## config.mk

```make
export PLATFORM = sky130hd
export DESIGN_NAME = bus_dest_regs_flat
export DESIGN_NICKNAME = d
export VERILOG_FILES = /design/src/rtl/bus_dest_regs_if.sv /design/src/rtl/bus_dest_regs.sv /design/src/flat_wrapper.sv
export SDC_FILE = /design/constraint.sdc
export NUM_CORES = 1
export LEC_CHECK = 0
export CAP_MARGIN = 5
export CORE_MARGIN = 2
export CORE_UTILIZATION = 48
export CTS_CLUSTER_SIZE = 25
export DETAILED_ROUTE_END_ITERATION = 8
export GPL_ROUTABILITY_DRIVEN = 0
export PLACE_DENSITY_LB_ADDON = 0.25
export SETUP_SLACK_MARGIN = 0.15
export SYNTH_ARGS = -nofsm -noshare
export SYNTH_HDL_FRONTEND = slang
export SYNTH_SLANG_ARGS = --single-unit
```

## constraint.sdc

```tcl
create_clock -name CLK -period 2.85 [get_ports CLK]
set_clock_uncertainty 0.15 [all_clocks]
set_input_delay 0.855 -clock CLK [delete_from_list [all_inputs] [get_ports CLK]]
set_output_delay 0.855 -clock CLK [all_outputs]
set_load 0.005 [all_outputs]
```

## src/rtl/bus_dest_regs_if.sv

```systemverilog
// Common-bus destination bundle: bus/ALU data and per-register controls in,
// register bank contents and control-error status out.
interface bus_dest_regs_if #(
    parameter int WIDTH  = 16,
    parameter int AWIDTH = 12
);
    logic [WIDTH-1:0]  BUS_IN;
    logic [WIDTH-1:0]  ALU_IN;
    logic [5:0]        LD;
    logic [5:0]        INR;
    logic [5:0]        CLR;
    logic [AWIDTH-1:0] AR;
    logic [AWIDTH-1:0] PC;
    logic [WIDTH-1:0]  DR;
    logic [WIDTH-1:0]  AC;
    logic [WIDTH-1:0]  IR;
    logic [WIDTH-1:0]  TR;
    logic              CTRL_ERR;
    logic [2:0]        ERR_IDX;

    modport master (
        output BUS_IN, ALU_IN, LD, INR, CLR,
        input  AR, PC, DR, AC, IR, TR, CTRL_ERR, ERR_IDX
    );

    modport slave (
        input  BUS_IN, ALU_IN, LD, INR, CLR,
        output AR, PC, DR, AC, IR, TR, CTRL_ERR, ERR_IDX
    );
endinterface

```

## src/rtl/bus_dest_regs.sv

```systemverilog
// Register bank on the destination side of the common bus (AR PC DR AC IR TR)
// with CLR > LD > INR per register and a sticky multi-control error flag.
module bus_dest_regs #(
    parameter int WIDTH  = 16,
    parameter int AWIDTH = 12
) (
    input  logic            CLK,
    input  logic            RST,
    bus_dest_regs_if.slave  bus
);
    localparam int I_AR = 0;
    localparam int I_PC = 1;
    localparam int I_DR = 2;
    localparam int I_AC = 3;
    localparam int I_IR = 4;
    localparam int I_TR = 5;

    logic [AWIDTH-1:0] ar_q, ar_d;
    logic [AWIDTH-1:0] pc_q, pc_d;
    logic [WIDTH-1:0]  dr_q, dr_d;
    logic [WIDTH-1:0]  ac_q, ac_d;
    logic [WIDTH-1:0]  ir_q, ir_d;
    logic [WIDTH-1:0]  tr_q, tr_d;
    logic              err_q, err_d;
    logic [2:0]        idx_q, idx_d;

    logic [5:0]        conflict;
    logic [2:0]        low_idx;
    logic [AWIDTH-1:0] bus_addr;

    assign bus_addr = bus.BUS_IN[AWIDTH-1:0];

    function automatic logic [AWIDTH-1:0] next_a(
        input logic [AWIDTH-1:0] cur,
        input logic [AWIDTH-1:0] src,
        input logic              clr,
        input logic              ld,
        input logic              inr
    );
        logic [AWIDTH-1:0] r;
        r = cur;
        if (clr)      r = '0;
        else if (ld)  r = src;
        else if (inr) r = cur + 1'b1;
        return r;
    endfunction

    function automatic logic [WIDTH-1:0] next_w(
        input logic [WIDTH-1:0] cur,
        input logic [WIDTH-1:0] src,
        input logic             clr,
        input logic             ld,
        input logic             inr
    );
        logic [WIDTH-1:0] r;
        r = cur;
        if (clr)      r = '0;
        else if (ld)  r = src;
        else if (inr) r = cur + 1'b1;
        return r;
    endfunction

    always_comb begin
        ar_d = next_a(ar_q, bus_addr, bus.CLR[I_AR], bus.LD[I_AR], bus.INR[I_AR]);
        pc_d = next_a(pc_q, bus_addr, bus.CLR[I_PC], bus.LD[I_PC], bus.INR[I_PC]);
        dr_d = next_w(dr_q, bus.BUS_IN, bus.CLR[I_DR], bus.LD[I_DR], bus.INR[I_DR]);
        ac_d = next_w(ac_q, bus.ALU_IN, bus.CLR[I_AC], bus.LD[I_AC], bus.INR[I_AC]);
        ir_d = next_w(ir_q, bus.BUS_IN, bus.CLR[I_IR], bus.LD[I_IR], bus.INR[I_IR]);
        tr_d = next_w(tr_q, bus.BUS_IN, bus.CLR[I_TR], bus.LD[I_TR], bus.INR[I_TR]);
    end

    assign conflict = (bus.LD & bus.INR) | (bus.LD & bus.CLR) | (bus.INR & bus.CLR);

    // Scan downwards so the lowest conflicting index wins.
    always_comb begin
        low_idx = 3'd0;
        for (int i = 5; i >= 0; i--) begin
            if (conflict[i]) low_idx = 3'(i);
        end
    end

    always_comb begin
        err_d = err_q;
        idx_d = idx_q;
        if (!err_q && (|conflict)) begin
            err_d = 1'b1;
            idx_d = low_idx;
        end
    end

    always_ff @(posedge CLK) begin
        if (RST) begin
            ar_q  <= '0;
            pc_q  <= '0;
            dr_q  <= '0;
            ac_q  <= '0;
            ir_q  <= '0;
            tr_q  <= '0;
            err_q <= 1'b0;
            idx_q <= 3'd0;
        end else begin
            ar_q  <= ar_d;
            pc_q  <= pc_d;
            dr_q  <= dr_d;
            ac_q  <= ac_d;
            ir_q  <= ir_d;
            tr_q  <= tr_d;
            err_q <= err_d;
            idx_q <= idx_d;
        end
    end

    assign bus.AR       = ar_q;
    assign bus.PC       = pc_q;
    assign bus.DR       = dr_q;
    assign bus.AC       = ac_q;
    assign bus.IR       = ir_q;
    assign bus.TR       = tr_q;
    assign bus.CTRL_ERR = err_q;
    assign bus.ERR_IDX  = idx_q;
endmodule

```

## src/flat_wrapper.sv

```systemverilog
// flat-port wrapper written by rule: the top's interface ports become plain ports
module bus_dest_regs_flat 
#(
    parameter int WIDTH  = 16,
    parameter int AWIDTH = 12
)
  (CLK, RST, bus_BUS_IN, bus_ALU_IN, bus_LD, bus_INR, bus_CLR, bus_AR, bus_PC, bus_DR, bus_AC, bus_IR, bus_TR, bus_CTRL_ERR, bus_ERR_IDX);
  bus_dest_regs_if #(.WIDTH(WIDTH), .AWIDTH(AWIDTH)) bus_i ();
  input  logic CLK;
  input  logic RST;
  input wire logic [$bits(bus_i.BUS_IN)-1:0] bus_BUS_IN;
  input wire logic [$bits(bus_i.ALU_IN)-1:0] bus_ALU_IN;
  input wire logic [$bits(bus_i.LD)-1:0] bus_LD;
  input wire logic [$bits(bus_i.INR)-1:0] bus_INR;
  input wire logic [$bits(bus_i.CLR)-1:0] bus_CLR;
  output wire logic [$bits(bus_i.AR)-1:0] bus_AR;
  output wire logic [$bits(bus_i.PC)-1:0] bus_PC;
  output wire logic [$bits(bus_i.DR)-1:0] bus_DR;
  output wire logic [$bits(bus_i.AC)-1:0] bus_AC;
  output wire logic [$bits(bus_i.IR)-1:0] bus_IR;
  output wire logic [$bits(bus_i.TR)-1:0] bus_TR;
  output wire logic [$bits(bus_i.CTRL_ERR)-1:0] bus_CTRL_ERR;
  output wire logic [$bits(bus_i.ERR_IDX)-1:0] bus_ERR_IDX;
  assign bus_i.BUS_IN = bus_BUS_IN;
  assign bus_i.ALU_IN = bus_ALU_IN;
  assign bus_i.LD = bus_LD;
  assign bus_i.INR = bus_INR;
  assign bus_i.CLR = bus_CLR;
  assign bus_AR = bus_i.AR;
  assign bus_PC = bus_i.PC;
  assign bus_DR = bus_i.DR;
  assign bus_AC = bus_i.AC;
  assign bus_IR = bus_i.IR;
  assign bus_TR = bus_i.TR;
  assign bus_CTRL_ERR = bus_i.CTRL_ERR;
  assign bus_ERR_IDX = bus_i.ERR_IDX;
  bus_dest_regs #(.WIDTH(WIDTH), .AWIDTH(AWIDTH)) u_core (.CLK(CLK), .RST(RST), .bus(bus_i));
endmodule
```

After elaboration in Yosys (flattened, before gate mapping)
Cells that the tools add are included.
Widths: inputs -> output; s select.
Storage, ports and cells
  word-level logic and storage cells: 52
  bits of input ports: 52
  output and inout port bits: 92
  memory bits (writable): 0
  latch bits: 0
  memory bits (read-only): 0
  flip-flop bits (word level): 92
  memories: 0
Cells by class
  mux-type cells: 18
  reduce and logical (&&, ||, !) cells: 15
  multiply operators: 0
  bitwise gates (word level): 5
  shift operators: 0
  add/subtract/negate cells: 6
  divide/modulo/power cells: 0
  equality and inequality tests: 0
  $lt $le $gt $ge: 0
Operators with widths (number)
  $mux 16: 8
  $add 16x1->16 const B: 4
  $mux 12: 4
  $add 12x1->12 const B: 2
  $and 6x6->6: 3
  $mux 3: 6
  $or 6x6->6: 2
  $reduce_bool 2->1: 6
  $reduce_or 2->1: 6
  $reduce_or 6->1: 1
  $logic_and 1x1->1: 1
  $logic_not 1->1: 1

Logic depth before layout (Yosys ltp)
Gate-level depths: netlist of the first run.
  word-level depth: 9
  gate-level depth with buffers: 5

Least setup slack after synthesis of the first run
Ideal clock, no wire load.
  path kind: input port to flip-flop
  from: input bus_INR[5]
  to: register u_core.tr_q[13] (netlist: u_core.bus.TR[13])
  data arrival time: 2108 ps
  setup time: 74 ps
  path slack: 517 ps
  data required time: 2626 ps
  stages on the path: 5
  cell sequence: buf_2 -> nand3_4 -> or4_4 -> or3_1 -> a31oi_1
Between the ends
  longest elaborated chain between the ends: 1
Ends and longest elaborated chain
  from (decl): line flat_wrapper.sv:14  | input wire logic [$bits(bus_i.INR)-1:0] bus_INR;
  $reduce_bool 2->1 (no line)
  to (signal assigned): line bus_dest_regs.sv:107  | tr_q <= tr_d;
  to (decl): line bus_dest_regs.sv:23  | logic [WIDTH-1:0] tr_q, tr_d;
No other way between the ends.
A chain may end at the register's enable or synchronous reset.

Worst setup path in the final report of the first run
Same ends and word-level chain as after synthesis.

==> summary.md, run 1 <==
| Metric | Value |
|---|---|
| Max rail drop VDD | `0.0002209 V` |
| # diodes | `0` |
| Slew HR | `66.52%` |
| Post-DR wirelength/cell | `16.37 um` |
| Layout cells sized above 1 | `6.983%` |
| Synthesis Warnings | `0` |
| Drt initial violations | `222` |
| CP Max Fanout | `6` |
| Resized cells post-CTS | `0` |
| CTS Hold Buffers Added | `0` |
| Met1 GRT Util | `about a third` |
| Synth Flop Type | `dfxtp_1` |
| Synth Area per Inst | `8.041 sq um` |
| CTS clock-pin slew for the worst setup and hold paths | `about 0.090 ns` |
| H-tree lvl count | `3` |
| Root buffer cell | `clkbuf_8` |
| Final instance area | `between 6000 and 7000 sq um` |
| Status | `complete, no violations` |
| Hpwl dp | `11,040 um` |
| Pre-Repair DR Iteration Count | `5` |
| Critical path capture point type | `register` |
| # rows | `36` |
| Reg2reg path depth | `4` |
| Worst Max-Slew Pin Slew | `0.5003 ns` |
| Number of distinct library cells after synthesis | `48` |
| FF-to-FF End | `u_core.bus.TR[13]$_SDFFE_PP0P_` |
| Worst hold path endpoint | `u_core.bus.IR[15]$_SDFFE_PP0P_` |
| CP startpoint | `bus_INR[5]` |
| Setup Crit Path Kind | `in -> reg` |
| Fin. max-slew vios | `0` |
| Tot GR Track Use | `26.60%` |
| Final Setup Violations | `0` |
| Detailed-route via count | `5,025` |
| NumNets Final | `just over 800` |
| Core Region | `roughly 10000 sq um` |
| Number of synthesized register bits | `between 90 and 100` |
| CP Data Arrival Time | `2.60 ns` |
| Static Leak | `2.294 nW` |
| Final Hold Vio Count | `0` |
| Die extent in x | `104.7 um` |
| GR met3 Demand/Resource | `5.989%` |
| Global-route wire length before repair | `23,670 um` |
| Post-synth EDFFs | `0` |
| Routed wire length | `approximately 15,000 um` |
| Critical path's largest stage delay | `0.57 ns` |
| Clock Tree Buf Depth | `2` |
| WHS Path Cells | `2` |
| Global route total overflow | `0` |
| Initial core utilization | `about half` |
| Fmax | `roughly 400 MHz` |
| R2R Setup Slk | `0.83 ns` |
| Largest net degree at the start of global routing | `21` |
| Layout area overhead | `38.71%` |
| Residual DRC | `0` |
| CTS Buf Count | `9` |
| Yosys top cell by area | `dfxtp_1` |
| Pwr/cell area | `412.7 nW/um^2` |
| Fraction of registers with async set/reset | `0%` |
| Final min period | `2.472 ns` |
| HP Class | `reg -> reg` |
| Top cell type's share of synthesized area | `37.86%` |
| Post-CTS setup buffers | `0` |
| Die Area | `roughly 11,000 sq um` |
| Routing usage on met2 | `~44%` |
| CP Launch Type | `primary input` |
| Non-filler cells, final | `892` |
| Vias in the first global route | `4,857` |
| Placed cells | `876` |
| IO Count | `between 100 and 150` |
| Required @ worst endpoint | `2.98 ns` |
| Dominant cells by area after synthesis | `dfxtp_1 (38%), xnor2_1 (7.6%), o21ai_0 (5.5%), a21oi_1 (4.8%), nand4_1 (4.6%)` |
| Seq/Total Area, Yosys | `37.86%` |
| Most used routing layer | `met2` |
| Worst skew pair latency | `about 0.36 ns` |
| Syn_nets | `663` |
| Unrepaired setup endpoints after global routing | `no` |
| Clock sinks | `92` |
| Routed Antenna Nets | `0` |
| Mapped Cells | `605` |
| Initial antenna violation count | `0` |
| Post-Synthesis Cell Area | `4865 sq um` |
| Tcrit/Tclk final | `86.72%` |
| Die Y-Extent | `104.7 um` |
| PortBufs | `143` |
| FF-to-FF Start | `u_core.bus.TR[2]$_SDFFE_PP0P_` |
| CP cell instances | `clkdlybuf4s50_1 -> nand3_4 -> or4_4 -> or3_1 -> a31oi_1` |
| CTS tree | `built` |
| Via density | `5.633` |
| Setup Total Neg Slack | `0 ns` |
| Max-Cap Viols | `0` |
| Critical path's slowest cell | `clkdlybuf4s50_1` |
| DP Area | `about 6500 sq um` |
| Hold_sp | `u_core.bus.IR[15]$_SDFFE_PP0P_` |
logic make-up (layout without fill, tap and decap cells):
kind of cell	count (synthesis)	in the layout	share of synthesized area, %
and+or+nand+nor	232	232	24.43
AOI/OAI and AO/OA	146	146	17.59
DFF	92	92	37.86
buffers and inverters	51	205	4.064
muxes	12	12	2.469
xor gates and xnor gates	60	60	10.80
adders and majority gates	12	12	2.778
worst max-delay path by stage:
stage | endpoint | cells after the start | slack (ns)
after CTS | u_core.bus.TR[13]$_SDFFE_PP0P_ | 5 | 0.40
after floorplan | u_core.bus.TR[13]$_SDFFE_PP0P_ | 5 | 0.52
after detailed placement | u_core.bus.TR[15]$_SDFFE_PP0P_ | 5 | 0.02
after global placement | u_core.bus.TR[13]$_SDFFE_PP0P_ | 5 | 0.08
final | u_core.bus.TR[13]$_SDFFE_PP0P_ | 5 | 0.38
after global routing | bus_CTRL_ERR | 1 | 0.34
cells in the final DEF, fill, tap and decap left out, types with 2 or more instances in the layout:
cell	count
clkbuf_8	12
dfxtp_1	92
a31oi_1	13
nand4_1	36
nor2_1	55
a311oi_1	4
and3_1	8
o21ai_0	53
a211oi_1	12
o31ai_1	3
clkdlybuf4s50_1	143
a2111oi_0	3
nand2b_1	3
or4_1	3
nand3_1	14
xnor2_1	42
nor2b_1	2
or4_4	2
ha_1	6
and2_1	4
nor4_1	6
buf_4	26
xor2_1	18
maj3_1	6
or3_1	13
o32ai_1	2
nor3_1	20
clkinv_1	2
mux2i_1	12
or2_2	6
and4_1	4
nand2_1	51
inv_1	18
a21oi_1	47
cell type report:
type,instances,area (sq um)
Clock buffer,13,168.9
Clock inverter,3,43.79
Fill cell,847,3072
Inverter,20,75.07
Multi-Input combinational cell,462,2825
Sequential cell,92,1842
Tap cell,133,166.4
Timing Repair Buffer,169,1627
report_power, final:
part / total (mW) / internal [mW] / switching, mW
clock network: 0.926 / 0.479 / 0.447
logic: 0.451 / 0.249 / 0.203
registers: 1.41 / 1.34 / 0.0700
total: 2.79 / 2.07 / 0.720
critical path, delay by kind of cell:
| family | cells | cell delay [ns] |
|---|---|---|
| and+or+nand+nor | 3 | 0.99 |
| buffers and inverters | 1 | 0.57 |
| AOI/OAI and AO/OA | 1 | 0.18 |
flip-flops by register name, summed over array words and instances (netlist names):
signal	flops
u_core.bus.CTRL_ERR	1
u_core.bus.AR	12
u_core.bus.PC	12
u_core.bus.TR	16
u_core.bus.AC	16
u_core.bus.DR	16
u_core.bus.IR	16
u_core.bus.ERR_IDX	3
Yosys cell counts (4+ instances only):
library cell  count
and4_1            4
or3_1            13
xor2_1           18
a21oi_1          47
mux2i_1          12
nand3_1          14
o21ai_0          53
nand4_1          36
and2_1            4
buf_2             5
nor3_1           20
maj3_1            6
nor4_1            6
a311oi_1          4
xnor2_1          42
or2_2             6
nand2_1          51
and3_1            8
inv_1            18
a31oi_1          13
dfxtp_1          92
nor2_1           55
clkbuf_1         25
a211oi_1         12
ha_1              6
per-layer routing:
metal | up-vias | share of wire [%]
met4 | 0 | 1.2
met3 | 14 | 7.4
li1 | 2481 | -
met1 | 2345 | 42
met5 | - | 0
met2 | 185 | 49
stage by stage:
stage | utilization (%) | total power, mW | hold slack, ns | setup slack [ns]
3_5_place_dp | 66.55 | 1.883 | 0.3390 | 0.01718
3_3_place_gp | 66.55 | 1.869 | 0.3223 | 0.07855
2_1_floorplan | - | 1.613 | 0.3191 | 0.5174
4_1_cts | 68.72 | 2.806 | 0.3548 | 0.3964
5_1_grt | 68.72 | 2.906 | 0.3876 | 0.3381
6_report | 68.72 | 2.785 | 0.3551 | 0.3784
(Power assumes the default switching activity.)
==> inputs of run 2 (changes only) <==
Settings changed: CELL_PAD_IN_SITES_DETAIL_PLACEMENT from default to 1, CELL_PAD_IN_SITES_GLOBAL_PLACEMENT from default to 2, CORE_UTILIZATION 48 to 27.
==> summary.md, run 2 (same netlist as run 1, synthesis figures left out) <==
| Metric | Value |
|---|---|
| Layout cells sized above 1 | `6.983% (unchanged)` |
| Initial antenna violation count | `0 (unchanged)` |
| Fin. max-slew vios | `0 (unchanged)` |
| Status | `complete, no violations (unchanged)` |
| Detailed-route via count | `5,042 (was 5,025)` |
| Critical path's top delay family | `simple AND/OR/NAND/NOR gates (unchanged)` |
| Tcrit/Tclk final | `86.43% (was 86.72%)` |
| Core Region | `17,840 sq um (was 9819 sq um)` |
| H-tree lvl count | `3 (unchanged)` |
| Worst hold path endpoint | `u_core.bus.ERR_IDX[1]$_SDFFE_PP0P_ (was u_core.bus.IR[15]$_SDFFE_PP0P_)` |
| CP Data Arrival Time | `2.58 ns (was 2.60 ns)` |
| CTS tree | `built (unchanged)` |
| Initial core utilization | `27.27% (was 49.54%)` |
| WHS Path Cells | `2 (unchanged)` |
| IO Count | `144 (unchanged)` |
| Layout area overhead | `42.46% (was 38.71%)` |
| Routed Antenna Nets | `0 (unchanged)` |
| Die Y-Extent | `138.2 um (was 104.7 um)` |
| Drt initial violations | `151 (was 222)` |
| Clock sinks | `92 (unchanged)` |
| Static Leak | `2.324 nW (was 2.294 nW)` |
| Setup Crit Path Kind | `in -> reg (unchanged)` |
| Final Setup Violations | `0 (unchanged)` |
| Required @ worst endpoint | `2.96 ns (was 2.98 ns)` |
| Setup Total Neg Slack | `0 ns (unchanged)` |
| Setup ws final | `0.3869 ns (was 0.3784 ns)` |
| FF-to-FF End | `u_core.bus.TR[12]$_SDFFE_PP0P_ (was u_core.bus.TR[13]$_SDFFE_PP0P_)` |
| Max-Cap Viols | `0 (unchanged)` |
| Root buffer cell | `clkbuf_16 (was clkbuf_8)` |
| Pwr/cell area | `431.3 nW/um^2 (was 412.7 nW/um^2)` |
| CP Launch Type | `primary input (unchanged)` |
| Routed wire length | `17,680 um (was 14,600 um)` |
| Final Hold Vio Count | `0 (unchanged)` |
| NumNets Final | `814 (was 812)` |
| Vias in the first global route | `5,033 (was 4,857)` |
| Via density | `5.098 (was 5.633)` |
| Dpl ws | `0.04430 ns (was 0.01718 ns)` |
| CTS clock-pin slew for the worst setup and hold paths | `0.07 ns (was 0.09 ns)` |
| Hold_sp | `u_core.bus.ERR_IDX[1]$_SDFFE_PP0P_ (was u_core.bus.IR[15]$_SDFFE_PP0P_)` |
| Global route total overflow | `0 (unchanged)` |
| Hpwl dp | `13,330 um (was 11,040 um)` |
| R2R Setup Slk | `0.79 ns (was 0.83 ns)` |
| CP cell instances | `clkdlybuf4s50_1 -> nand3_4 -> or4_4 -> or3_1 -> a31oi_1 (unchanged)` |
| Post-DR wirelength/cell | `17.88 um (was 16.37 um)` |
| # rows | `49 (was 36)` |
| Largest net degree at the start of global routing | `25 (was 21)` |
| HP Class | `reg -> reg (unchanged)` |
| Die extent in x | `138.2 um (was 104.7 um)` |
| Most frequent cells in the layout | `clkdlybuf4s50_1 (143), dfxtp_1 (92), nor2_1 (55), o21ai_0 (53), nand2_1 (51) (unchanged)` |
| Critical path's slowest cell | `clkdlybuf4s50_1 (unchanged)` |
| FF-to-FF Start | `u_core.bus.TR[0]$_SDFFE_PP0P_ (was u_core.bus.TR[2]$_SDFFE_PP0P_)` |
| Worst skew pair latency | `0.34 ns (was 0.36 ns)` |
| Critical path's largest stage delay | `0.56 ns (was 0.57 ns)` |
| Pre-Repair DR Iteration Count | `4 (was 5)` |
| Global-route wire length before repair | `28,430 um (was 23,670 um)` |
| Fmax | `406.0 MHz (was 404.6 MHz)` |
| Critical path capture point type | `register (unchanged)` |
| Worst Max-Slew Pin Slew | `0.5689 ns (was 0.5003 ns)` |
| Resized cells post-CTS | `0 (unchanged)` |
| CTS Hold Buffers Added | `0 (unchanged)` |
| CP Max Fanout | `6 (unchanged)` |
| WHS | `0.3351 ns (was 0.3551 ns)` |
| Clock Tree Buf Depth | `2 (unchanged)` |
| Residual DRC | `0 (unchanged)` |
| Unrepaired setup endpoints after global routing | `no (unchanged)` |
| Die Area | `19,110 sq um (was 10,960 sq um)` |
| Tot GR Track Use | `18.50% (was 26.60%)` |
| Slew HR | `61.93% (was 66.52%)` |
| PortBufs | `143 (unchanged)` |
| Final min period | `2.463 ns (was 2.472 ns)` |
| CTS Buf Count | `9 (unchanged)` |
| Post-CTS setup buffers | `0 (unchanged)` |
| Buffers and inverters on the worst path | `1 (unchanged)` |
| Most common cell after layout, fill and taps aside | `clkdlybuf4s50_1 (unchanged)` |
| Max rail drop VDD | `0.0002562 V (was 0.0002209 V)` |
| Reg2reg path depth | `5 (was 4)` |
[run 2: worst max path at each step]
stage                                          start                              to  slack [ns]  cells after the start
finish                                    bus_INR[5]  u_core.bus.TR[13]$_SDFFE_PP0P_        0.39                      5
global route        u_core.bus.CTRL_ERR$_SDFFE_PP0P_                    bus_CTRL_ERR        0.32                      1
CTS                    u_core.bus.TR[0]$_SDFFE_PP0P_                       bus_TR[0]        0.37                      1
detailed placement                        bus_INR[5]  u_core.bus.TR[13]$_SDFFE_PP0P_        0.04                      5
global placement                          bus_INR[5]  u_core.bus.TR[13]$_SDFFE_PP0P_        0.08                      5
floorplan                                 bus_INR[5]  u_core.bus.TR[13]$_SDFFE_PP0P_        0.52                      5
[run 2: power by group]
group / leakage [nW] / switching, mW / internal, mW / total (mW)
logic: 1.44 / 0.212 / 0.247 / 0.460
clock network: 0.131 / 0.514 / 0.602 / 1.12
registers: 0.753 / 0.0733 / 1.34 / 1.41
[run 2: layout make-up]
cell class                 count  area (sq um)
sequential                    92          1842
timing repair buffer         171          1642
clock buffer                  11         242.7
fill                        2128         10910
antenna                        1         2.502
inverter                      20         75.07
multi-input combinational    462          2825
clock inverter                 3         15.01
tap                          229         286.5
[run 2: metal layers]
layer	track usage [%]	wire length, um	part of all wire (%)	vias up
li1	-	-	-	2479
met4	5.156	228	1.3	0
met3	3.741	907	5.1	14
met1	25.25	8382	47	2440
met5	0	0	0	-
met2	29.81	8161	46	109
[run 2: metrics by stage]
stage | cells | util [%] | instance area, sq um | power [mW]
after floorplan | 605 | - | 4865 | 1.613
after global placement | 974 | 37.39 | 6670 | 1.895
after detailed placement | 974 | 37.39 | 6670 | 1.905
after CTS | 988 | 38.83 | 6928 | 3.047
after global routing | 988 | 38.83 | 6928 | 3.145
final | 989 | 38.85 | 6930 | 2.989
[run 2: worst register-to-register path: cells and delay by family, from the launching register on]
family,cells,cell delay [ns]
flip-flops,1,0.54
adder cells (fa/ha/maj),1,0.24
AO/OA/AOI/OAI,1,0.17
AND/OR/NAND/NOR,3,0.89
